**config.mk**
```make
export PLATFORM = sky130hd
export DESIGN_NAME = power_avg
export DESIGN_NICKNAME = d
export VERILOG_FILES = /design/src/rtl/power_avg.sv
export SDC_FILE = /design/constraint.sdc
export NUM_CORES = 1
export LEC_CHECK = 0
export CORE_MARGIN = 4
export CORE_UTILIZATION = 35
export CTS_CLUSTER_DIAMETER = 60
export CTS_CLUSTER_SIZE = 40
export DETAILED_ROUTE_END_ITERATION = 6
export GPL_TIMING_DRIVEN = 1
export MAX_ROUTING_LAYER = met4
export REMOVE_ABC_BUFFERS = 1
export SKIP_CTS_REPAIR_TIMING = 1
export SLEW_MARGIN = 25
export SYNTH_ARGS = -nofsm -noshare
export SYNTH_HDL_FRONTEND = slang
export SYNTH_SLANG_ARGS = --single-unit
```
**constraint.sdc**
```tcl
create_clock -name clk -period 4.83 [get_ports clk]
set_input_delay 0.966 -clock clk [delete_from_list [all_inputs] [get_ports clk]]
set_output_delay 0.966 -clock clk [all_outputs]
set_load 0.05 [all_outputs]
```
**src/rtl/power_avg.sv**
```systemverilog
// Streaming |x|^2 power meter for complex samples: either one result per sample
// (mode 0) or one mean per window of 2^ACC_LOG2 samples (mode 1).
module power_avg #(
   parameter int IN_W     = 8,
   parameter int ACC_LOG2 = 2   // legal range 1..8
) (
   input  logic                   clk,
   input  logic                   rst,
   input  logic signed [IN_W-1:0] real_i,
   input  logic signed [IN_W-1:0] imag_i,
   input  logic                   valid_i,
   input  logic                   mode_i,
   input  logic                   clr_i,
   output logic [2*IN_W-1:0]      res_o,
   output logic                   valid_o,
   output logic [ACC_LOG2-1:0]    cnt_o
);

   localparam int RES_W = 2 * IN_W;
   localparam int ACC_W = RES_W + ACC_LOG2;

   // S1: input capture; mode travels with its sample from here on
   logic signed [IN_W-1:0] re1_q, im1_q;
   logic                   mode1_q, vld1_q;

   always_ff @(posedge clk or negedge rst) begin
      if (!rst) begin
         re1_q   <= '0;
         im1_q   <= '0;
         mode1_q <= 1'b0;
         vld1_q  <= 1'b0;
      end else begin
         vld1_q <= valid_i;
         if (valid_i) begin
            re1_q   <= real_i;
            im1_q   <= imag_i;
            mode1_q <= mode_i;
         end
      end
   end

   // S2: full-precision squares; a square always fits the 2*IN_W signed product
   logic signed [RES_W-1:0] re_ext, im_ext, sq_re_d, sq_im_d;
   logic [RES_W-1:0]        sq_re_q, sq_im_q;
   logic                    mode2_q, vld2_q;

   assign re_ext  = {{IN_W{re1_q[IN_W-1]}}, re1_q};
   assign im_ext  = {{IN_W{im1_q[IN_W-1]}}, im1_q};
   assign sq_re_d = re_ext * re_ext;
   assign sq_im_d = im_ext * im_ext;

   always_ff @(posedge clk or negedge rst) begin
      if (!rst) begin
         sq_re_q <= '0;
         sq_im_q <= '0;
         mode2_q <= 1'b0;
         vld2_q  <= 1'b0;
      end else begin
         vld2_q <= vld1_q;
         if (vld1_q) begin
            sq_re_q <= sq_re_d;
            sq_im_q <= sq_im_d;
            mode2_q <= mode1_q;
         end
      end
   end

   // S3: sum, window accumulation and result; the sum peaks at 2^(RES_W-1), so no overflow
   logic [RES_W-1:0]    sum_d;
   logic [ACC_W-1:0]    acc_sum;
   logic [ACC_W-1:0]    acc_q, acc_d;
   logic [ACC_LOG2-1:0] cnt_q, cnt_d;
   logic [RES_W-1:0]    res_q, res_d;
   logic                vout_q, vout_d;

   assign sum_d   = sq_re_q + sq_im_q;
   assign acc_sum = acc_q + {{ACC_LOG2{1'b0}}, sum_d};

   always_comb begin
      acc_d  = acc_q;
      cnt_d  = cnt_q;
      res_d  = res_q;
      vout_d = 1'b0;
      if (vld2_q && !mode2_q) begin
         // instantaneous sample: always emitted, and it abandons any partial window
         res_d  = sum_d;
         vout_d = 1'b1;
         acc_d  = '0;
         cnt_d  = '0;
      end else if (clr_i) begin
         acc_d = '0;
         cnt_d = '0;
      end else if (vld2_q) begin
         if (&cnt_q) begin
            // last sample of the window; dividing by 2^ACC_LOG2 is a plain shift
            res_d  = acc_sum[ACC_W-1:ACC_LOG2];
            vout_d = 1'b1;
            acc_d  = '0;
            cnt_d  = '0;
         end else begin
            acc_d = acc_sum;
            cnt_d = cnt_q + ACC_LOG2'(1);
         end
      end
   end

   always_ff @(posedge clk or negedge rst) begin
      if (!rst) begin
         acc_q  <= '0;
         cnt_q  <= '0;
         res_q  <= '0;
         vout_q <= 1'b0;
      end else begin
         acc_q  <= acc_d;
         cnt_q  <= cnt_d;
         res_q  <= res_d;
         vout_q <= vout_d;
      end
   end

   assign res_o   = res_q;
   assign valid_o = vout_q;
   assign cnt_o   = cnt_q;

endmodule

```
==> metrics.cfg <==
[die]
ios = 40
die_h_um = 168
fp-row-count = 58
dieArea_um2 = 28200
design.core.area_um2 = 25200
die_w_um = 168
start_util_pct = 35.6

[final_layout]
syn_to_final_growth_pct = 13.6
fin_nets = 1190
post-route-util_pct = 40.4
instances_no_fill = 1326
fin_area_um2 = 10200
layout_commonest_cell = inv_1
drive_gt1_share_pct = 9.65
nFillCells = 2459
layout_common_cells = inv_1 (156), fa_1 (93), nand2_1 (87)
multiInputGateArea_um2 = 6090
seq_area_um2 = 2180

[timing]
finalHoldViolCount = 0
setup_ws_ns = 0.253
slew_headroom_pct = 33.6
worst_pin_slew_ns = 0.993
fin_crit_sh_pct = 94.8
fin_crit_ns = 4.58
finalMaxSlewViolations = 0
timing.fmax_ghz = 0.218
setup_viol = 0
skew_ns = 0.0119

[clock_tree]
htree_levels = 3
cts-root-buf = clkbuf_16
cts.sink_count = 87
worst_skew_pair.late_latency_ns = 0.36
cts_buffers = 9
clockBufferDepth = 2
clk_pin_slew_worst_paths_ns = 0.07
cts_tree = yes

[yosys]
synth_edf_count = 0
synthArstFlopShare_pct = 100
synthesis.area_um2 = 8960
synth_ff_type = dfrtp_1
synth_top_area_cell = dfrtp_1
ys_warn_count = 0
syn_area_per_cell_um2 = 9.45
synth.area.top_cells = dfrtp_1 (24%), fa_1 (21%), ha_1 (12%)
ys_types = 66
syn_inst = 948
ys_ff_latch = 87
synth_top_area_share_pct = 24.3
synth-seq-area-share_pct = 24.3

[min_path]
min_path_type = flip-flop to flip-flop

[route]
wirelength_um = 18100
drc = 0
vias = 6466
drtIter0Drc = 295
firstDrtPassIters = 5
ant_nets = 0
wire_per_inst_um = 13.6
vias_per_cell = 4.88

[worst_setup_path]
start_kind = flip-flop
crit_path_end_kind = flip-flop
crit_buf_inv = 5
crit_slowest_cell = fa_1
worst_path_most_repeated_cell = inv_1
crit_chain = inv_1 > nor2_1 > inv_1 > fa_1 > inv_1 > fa_1 > fa_1 > inv_1 > fa_1 > inv_1 > ha_1 > a21boi_0 > o311a_1 > o211ai_1 > a2111o_1 > nand3_1
cpPeakStageDelay_ns = 0.54
required_ns = 5.12
crit_type = flip-flop to flip-flop
crit_family = adder cells
worstPathMaxFanout = 11
cp.arrival_ns = 4.87

[grt]
grt_pass1_vias = 6609
antenna_found_initial = 1
grt_max_degree = 56
grt_pass1_wl_um = 31800
grt_util_all_layers_pct = 13.9
overflow = 0

[placement]
gp_congestion = 0.877
dp_cells = 1307
dpl.hpwl_um = 14600
placed_cell_area_um2 = 9790
port_buffers = 39
pre_cts_ws_ns = 0.0783

[job]
cap_violations = 0

[status]
status = finished, final reports clean

-- layer usage --
layer,track usage (%),part of all wire (%),vias up
met5,-,0,-
met4,3.35,1.7,0
met3,2.09,3.2,20
met2,23.2,49,79
met1,18.0,46,3184
li1,-,-,3183
-- synthesized netlist by cell type, types with 6 or more instances --
cell type,n
inv_1,156
fa_1,93
dfrtp_1,87
nand2_1,87
ha_1,86
nor2_1,55
xnor2_1,44
a21oi_1,38
o21ai_0,38
and2_1,35
clkbuf_1,27
mux2_2,26
nor2b_1,14
nand3_1,13
nand2b_1,12
a22o_1,10
a211oi_1,9
xor2_1,9
a21o_1,8
a31oi_1,7
and3_1,7
a22oi_1,6
o21a_1,6
o31ai_1,6
-- stage by stage --
stage          setup TNS, ns  hold WS (ns)
6_report                   0         0.465
5_1_grt             -0.00904         0.490
4_1_cts                    0         0.471
3_5_place_dp               0         0.457
3_3_place_gp               0         0.451
2_1_floorplan              0         0.456
-- final timing paths --
check,cells past startpoint,start,to,slack (ns)
max,16,im1_q[7]$_DFFE_PN0P_,sq_im_q[14]$_DFFE_PN0P_,0.25
min,2,res_o[10]$_DFFE_PN0P_,res_o[10]$_DFFE_PN0P_,0.46
max reg2reg,16,im1_q[7]$_DFFE_PN0P_,sq_im_q[14]$_DFFE_PN0P_,0.25
min reg2reg,2,res_o[10]$_DFFE_PN0P_,res_o[10]$_DFFE_PN0P_,0.46
max in group asynchronous,2,rst,vld1_q$_DFF_PN0_,3.21
min in group asynchronous,1,rst,cnt_o[1]$_DFFE_PN0P_,0.67
-- sequential cells by signal, indices dropped and copies added (netlist names) --
| signal | flops |
|---|---|
| mode2_q | 1 |
| vld2_q | 1 |
| im1_q | 8 |
| cnt_o | 2 |
| mode1_q | 1 |
| res_o | 16 |
| re1_q | 8 |
| vld1_q | 1 |
| sq_im_q | 15 |
| acc_q | 18 |
| valid_o | 1 |
| sq_re_q | 15 |
-- worst register-to-register path: cells and delay by family (launching register included) --
family	cells	cell delay [ns]
compound gates	4	1.14
flops	1	0.47
fa+ha+maj	5	2.25
buf+inv	5	0.43
simple gates	2	0.23
-- cells by family (layout without fill, tap and decap cells) --
kind of cell    Yosys count  in the layout  synth area share [%]
compound gates          164            164                  12.5
flops                    87             87                  24.3
mux                      27             27                  3.38
fa+ha+maj               179            179                  32.8
simple gates            252            252                  14.0
buf+inv                 186            233                  7.89
other cells               0              1                     0
xor+xnor                 53             53                  5.18
-- cell type report --
class	count	area share, %
timing repair buffer	60	5.36
multi-input combinational	675	59.9
antenna	1	0.0246
sequential	87	21.5
tap	330	4.06
inverter	157	5.79
clock buffer	9	2.21
clock inverter	7	1.22
Power is left out: the tool's default activity adds up to more than one toggle a clock period on the data nets, which glitch-free logic cannot reach.
